<file path="src/rtl/tdc_pkg.sv">
// Shared types and constants for the TDC channel: FSM state encoding,
// flag bit positions and the result record held while a measurement is valid.
// Result fields use the widest legal sizes; each instance uses the low bits.
package tdc_pkg;

  typedef enum logic [1:0] {
    ST_IDLE  = 2'd0,
    ST_CLEAR = 2'd1,
    ST_ARMED = 2'd2,
    ST_HOLD  = 2'd3
  } tdc_state_e;

  localparam int unsigned FLG_SAT = 0;
  localparam int unsigned FLG_BUB = 1;
  localparam int unsigned FLG_OVF = 2;
  localparam int unsigned FLG_TMO = 3;

  // COARSE_W may be at most 32; N at most 256, so 9 fine bits.
  localparam int unsigned TDC_COARSE_WMAX = 32;
  localparam int unsigned TDC_FINE_WMAX   = 9;

  typedef struct packed {
    logic [TDC_COARSE_WMAX-1:0] coarse;
    logic [TDC_FINE_WMAX-1:0]   fine;
    logic [3:0]                 flags;
  } tdc_meas_t;

endpackage

</file>
<file path="src/rtl/delay_line.sv">
// Tapped delay line: hit propagates through N cells, every cell output is a tap.
// Latency: purely combinational (physical cell delay only).
// Ports: dl_in = asynchronous hit, dl_out = raw tap vector (RCA taps are active-low).
module delay_line #(
  parameter int unsigned N       = 64,
  parameter string       DL_TYPE = "RCA"
) (
  input  logic         dl_in,
  output logic [N-1:0] dl_out
);

  // One node per cell so the chain is a series of distinct nets, not a
  // self-referencing vector.
  for (genvar i = 0; i < N; i++) begin : g_tap
    logic node;

    if (i == 0) begin : g_head
      assign node = dl_in;
    end else if (DL_TYPE == "DAND") begin : g_dand
      assign node = g_tap[i-1].node & dl_in;
    end else begin : g_rca
      // Adder cell with a=1, b=0: carry out equals carry in.
      assign node = g_tap[i-1].node;
    end

    if (DL_TYPE == "DAND") begin : g_out_dand
      assign dl_out[i] = node;
    end else begin : g_out_rca
      // Sum output of the a=1, b=0 cell is the inverted carry in.
      assign dl_out[i] = ~node;
    end
  end

endmodule

</file>
<file path="src/rtl/tdc_therm_decode.sv">
// Thermometer decoder for the synchronised tap vector.
// Latency: combinational.
// Ports: taps_i = normalised taps; fine_o = leading-ones count from tap 0,
//        bubble_o = a one above the first zero, saturated_o = all taps one.
module tdc_therm_decode #(
  parameter  int unsigned N      = 64,
  localparam int unsigned FINE_W = $clog2(N + 1)
) (
  input  logic [N-1:0]      taps_i,
  output logic [FINE_W-1:0] fine_o,
  output logic              bubble_o,
  output logic              saturated_o
);

  logic seen_zero;

  always_comb begin
    fine_o    = '0;
    bubble_o  = 1'b0;
    seen_zero = 1'b0;
    for (int i = 0; i < N; i++) begin
      if (!taps_i[i]) begin
        seen_zero = 1'b1;
      end else if (seen_zero) begin
        bubble_o = 1'b1;
      end else begin
        fine_o = FINE_W'(i + 1);
      end
    end
  end

  assign saturated_o = &taps_i;

endmodule

</file>
<file path="src/rtl/tdc_channel.sv">
// Single-channel TDC front end: samples the delay line on clk, decodes the
// thermometer code and reports coarse/fine timestamps relative to an arm.
// Latency: tap captured at edge e -> result valid at edge e+2.
// Backpressure: result held stable in HOLD until meas_valid_o & meas_ready_i;
//               only the overflow flag may change while held.
// Ports: hit_i (async hit), arm_i (start window), meas_valid_o/meas_ready_i
//        (result handshake), coarse_o/fine_o/flags_o (result), busy_o (not IDLE).
module tdc_channel
  import tdc_pkg::*;
#(
  parameter  int unsigned N        = 64,
  parameter  string       DL_TYPE  = "RCA",
  parameter  bit          TAP_INV  = 1'b1,
  parameter  int unsigned COARSE_W = 8,
  localparam int unsigned FINE_W   = $clog2(N + 1)
) (
  input  logic                clk,
  input  logic                rst_n,
  input  logic                hit_i,
  input  logic                arm_i,
  output logic                meas_valid_o,
  input  logic                meas_ready_i,
  output logic [COARSE_W-1:0] coarse_o,
  output logic [FINE_W-1:0]   fine_o,
  output logic [3:0]          flags_o,
  output logic                busy_o
);

  localparam logic [COARSE_W-1:0] COARSE_MAX = '1;
  // Last count from which one more idle ARMED cycle ends the window.
  localparam logic [COARSE_W-1:0] COARSE_TMO = {{(COARSE_W-1){1'b1}}, 1'b0};

  logic [N-1:0]      dl_out;
  logic [N-1:0]      dl_norm;
  logic [N-1:0]      tap_q;
  logic [N-1:0]      tap_s;
  logic              tap_ev_q;     // tap_s[0] one sample back, for rise detect
  logic [FINE_W-1:0] dec_fine;
  logic              dec_bub;
  logic              dec_sat;

  tdc_state_e          state_q, state_d;
  logic [COARSE_W-1:0] coarse_q, coarse_d;
  tdc_meas_t           meas_q, meas_d;

  delay_line #(
    .N       (N),
    .DL_TYPE (DL_TYPE)
  ) u_delay_line (
    .dl_in  (hit_i),
    .dl_out (dl_out)
  );

  assign dl_norm = dl_out ^ {N{TAP_INV}};

  tdc_therm_decode #(
    .N (N)
  ) u_decode (
    .taps_i      (tap_s),
    .fine_o      (dec_fine),
    .bubble_o    (dec_bub),
    .saturated_o (dec_sat)
  );

  always_comb begin
    state_d  = state_q;
    coarse_d = coarse_q;
    meas_d   = meas_q;

    unique case (state_q)
      ST_IDLE: begin
        if (arm_i) state_d = ST_CLEAR;
      end

      // Wait for the line to drain so a stale hit is never timestamped.
      ST_CLEAR: begin
        if (tap_s == '0) begin
          state_d  = ST_ARMED;
          coarse_d = '0;
        end
      end

      // Event takes priority over timeout on the same edge.
      ST_ARMED: begin
        if (tap_s[0]) begin
          meas_d.coarse         = TDC_COARSE_WMAX'(coarse_q);
          meas_d.fine           = TDC_FINE_WMAX'(dec_fine);
          meas_d.flags          = '0;
          meas_d.flags[FLG_SAT] = dec_sat;
          meas_d.flags[FLG_BUB] = dec_bub;
          state_d               = ST_HOLD;
        end else if (coarse_q == COARSE_TMO) begin
          meas_d.coarse         = TDC_COARSE_WMAX'(COARSE_MAX);
          meas_d.fine           = '0;
          meas_d.flags          = '0;
          meas_d.flags[FLG_TMO] = 1'b1;
          state_d               = ST_HOLD;
        end else begin
          coarse_d = coarse_q + 1'b1;
        end
      end

      ST_HOLD: begin
        if (meas_ready_i) begin
          state_d = ST_IDLE;
          meas_d  = '0;
        end else if (tap_s[0] && !tap_ev_q) begin
          meas_d.flags[FLG_OVF] = 1'b1;
        end
      end

      default: state_d = ST_IDLE;
    endcase
  end

  always_ff @(posedge clk or negedge rst_n) begin
    if (!rst_n) begin
      tap_q    <= '0;
      tap_s    <= '0;
      tap_ev_q <= 1'b0;
      state_q  <= ST_IDLE;
      coarse_q <= '0;
      meas_q   <= '0;
    end else begin
      tap_q    <= dl_norm;
      tap_s    <= tap_q;
      tap_ev_q <= tap_s[0];
      state_q  <= state_d;
      coarse_q <= coarse_d;
      meas_q   <= meas_d;
    end
  end

  assign meas_valid_o = (state_q == ST_HOLD);
  assign busy_o       = (state_q != ST_IDLE);
  assign coarse_o     = COARSE_W'(meas_q.coarse);
  assign fine_o       = FINE_W'(meas_q.fine);
  assign flags_o      = meas_q.flags;

endmodule

</file>
<file path="config.mk">
export PLATFORM = sky130hd
export DESIGN_NAME = tdc_channel
export DESIGN_NICKNAME = d
export VERILOG_FILES = /design/src/rtl/tdc_pkg.sv /design/src/rtl/delay_line.sv /design/src/rtl/tdc_therm_decode.sv /design/src/rtl/tdc_channel.sv
export SDC_FILE = /design/constraint.sdc
export NUM_CORES = 1
export LEC_CHECK = 0
export BUFFER_PORTS_ARGS = -buffer_cell sky130_fd_sc_hd__buf_2
export CORE_ASPECT_RATIO = 1.25
export CORE_UTILIZATION = 51
export CTS_BUF_LIST = sky130_fd_sc_hd__clkbuf_8
export DETAILED_ROUTE_END_ITERATION = 6
export GPL_TIMING_DRIVEN = 0
export PLACE_DENSITY = 0.83
export SLEW_MARGIN = 10
export SYNTH_ARGS = -nofsm -noshare
export SYNTH_HDL_FRONTEND = slang
export SYNTH_SLANG_ARGS = --single-unit
</file>
<file path="constraint.sdc">
create_clock -name clk -period 1.7 [get_ports clk]
set_input_delay 0.085 -clock clk [delete_from_list [all_inputs] [get_ports clk]]
set_output_delay 0.085 -clock clk [all_outputs]
set_load 0.02 [all_outputs]
</file>
==> results.ini <==
[status]
status = finished, violations left
violations = negative setup slack

[floorplan]
core_um2 = 2282
die_h_um = 58.01
ios = 26
start_util_pct = 56.09
die_w_um = 46.81
dieArea_um2 = 2715
row_count = 19

[pwr]
ir_worst_vdd_mv = 1.244
p_leak_nw = 0.8043
p_total_mw = 3.141
cellPowerDensity_nw_per_um2 = 1800

[cts]
cts.sinks = 24
htreeDepth = 1
cts.path.max_buffers = 2
clock_latency_ns = 0.27
path_clk_slew_ns = 0.08
cts_tree = built
cts-root-buf = clkbuf_8
cts_made_buffers = 3

[sta]
maxSlewViolCount = 0
finClkSkew_ns = 0.001071
rsz0062_at_grt = yes
worstMarginPinSlew_ns = 0.5292
setup_viol = 2
fmax_ghz = 0.5735
tns_ns = -0.06878
slew_headroom_pct = 64.72
fin_ws_ns = -0.04363
period_needed_ns = 1.744
hold_slack_ns = 0.3211
finalHoldViolCount = 0
min_period_over_period_pct = 102.6

[synthesis]
synth_top_area_share_pct = 46.92
ys_seq_elements = 24
yosysMostFrequentCell = dfrtp_1
syn_area_um2 = 1280
ys_types = 32
synth_commonest_cells = dfrtp_1, a21oi_1, inv_1
syn_avg_cell_area_um2 = 10.08
syn_inst = 127
synth_ff_type = dfrtp_1
yosysSeqAreaShare_pct = 46.92
synthTopCellsByArea = dfrtp_1, mux2_2, ha_1
ys_warn_count = 0
yosysTopAreaCell = dfrtp_1
async_reset_ff_share_pct = 100.0
synth-edff-count = 0

[place]
dpl_cell_area_um2 = 1436
numPortBuffers = 18
gp_congestion = 0.7897
dp.cells = 182
place_hpwl_mm = 1.880
dp_slack_ns = -0.2424

[finish]
num_antenna_cells = 0
nFillCells = 157
drive_gt1_share_pct = 44.31
layoutNonFillerInstCount = 198
final_cell_area_um2 = 1745
area_growth_pct = 36.36
fin_nets = 180
utilization_pct = 76.48

[route]
first_pass_iters = 4
drt_iter0_markers = 27
avgRoutedWirePerCell_um = 16.98
drc_errors = 0
wl_mm = 3.362
ant_nets = 0
viasPerCell = 5.692
num_vias = 1127

[setup_path]
startpoint_type = register
timing.rr.end = coarse_q[5]
r2r_slack_ns = -0.04
r2r_cells = 6
cp_slowest_cell = or4_1
end_kind = register
path_cells = buf_6 -> ha_4 -> o21ba_4 -> o21ai_4 -> or4_1 -> a21oi_1
crit_fanout = 7
cp.arrival_ns = 1.94
reg2reg_from = state_q[1]
cp.required_ns = 1.90
path_class = register to register
crit_family = simple AND/OR/NAND/NOR gates
worst_path_largest_cell_delay_ns = 0.48
path_buf_inv = 1

[global_route]
antenna_found_initial = 0
grt_pass1_wl_mm = 4.733
grt_usage_pct = 24.77
grt_max_degree = 25
grt_pass1_vias = 1058
overflow = 0

[run]
cap_violations = 0

[worst_hold_path]
hp-class = primary input to async pin

how the worst max path moves through the flow:
stage           startpoint  slack [ns]  cells past startpoint     endpoint
2_1_floorplan   state_q[0]       0.002                      7  coarse_o[0]
3_3_place_gp    state_q[0]       -0.18                      7  coarse_o[7]
3_5_place_dp    state_q[0]       -0.24                      7  coarse_o[1]
4_1_cts        coarse_q[0]       0.007                      6   state_q[1]
5_1_grt        coarse_q[4]       -0.07                      4  coarse_q[7]
6_report        state_q[1]       -0.04                      6  coarse_q[5]
cell families (layout without fill, tap and decap cells):
kind of cell / Yosys count / count (layout) / share of synthesized area (%)
compound gates: 31 / 31 / 14.86
fa+ha+maj: 7 / 7 / 6.842
buf+inv: 22 / 55 / 8.895
flops: 24 / 24 / 46.92
mux: 9 / 9 / 7.918
other cells: 1 / 7 / 0.2930
simple gates: 33 / 34 / 14.27
power breakdown:
part	internal, mW	switching, mW
Clock	0.315	0.187
Sequential	0.759	0.153
Combinational	0.806	0.921
placed cells by master, fill, tap and decap left out, types with 2 or more instances in the layout:
cell type / synthesis / routed
o31ai_1: 2 / 2
nor2b_4: 0 / 2
clkbuf_8: 0 / 3
o21ai_4: 0 / 3
dfrtp_1: 24 / 21
ha_4: 0 / 3
buf_2: 1 / 18
a21oi_2: 0 / 2
or3_1: 2 / 2
o211ai_1: 2 / 2
nand2_1: 8 / 8
inv_2: 0 / 3
ha_1: 7 / 3
or3_2: 2 / 2
buf_4: 8 / 17
o21ai_0: 6 / 5
dlygate4sd3_1: 0 / 2
nand3_1: 6 / 5
nor2_1: 4 / 4
mux2_2: 9 / 8
inv_1: 11 / 8
a21oi_1: 13 / 11
dfrtp_2: 0 / 3
or4_1: 2 / 2
conb_1: 1 / 7
flip-flops by register name (all words and copies together), names as in the netlist:
register / flops
tap_ev_q: 1
tap_s: 1
coarse_q: 8
state_q: 2
tap_q: 1
coarse_o: 8
flags_o: 3
cell type report:
class	count	area (um2)	share of cell area (%)
Clock inverter	1	30.03	1.720
Timing Repair Buffer	30	188.9	10.82
Inverter	11	41.29	2.366
Clock buffer	3	41.29	2.366
Tap cell	31	38.79	2.222
Sequential cell	24	604.3	34.62
Multi-Input combinational cell	88	732.0	41.94
Buffer	10	68.82	3.943
repair_timing:
item                                   in CTS  in global routing
pin swaps                                   2                  3
buffers inserted                            6                  4
resized for setup                          15                 19
endpoints found under the hold margin      25                  0
hold buffers                                2                  0
gates cloned                                0                  1
setup endpoints to repair                  16                 16
layer usage:
layer / routed length [um] / global-route usage, %
met4: 119 / 15.51
met1: 1262 / 30.12
met5: 0 / 0
met3: 124 / 4.361
met2: 1856 / 39.29
No activity file was read; power rests on OpenSTA's default activity.
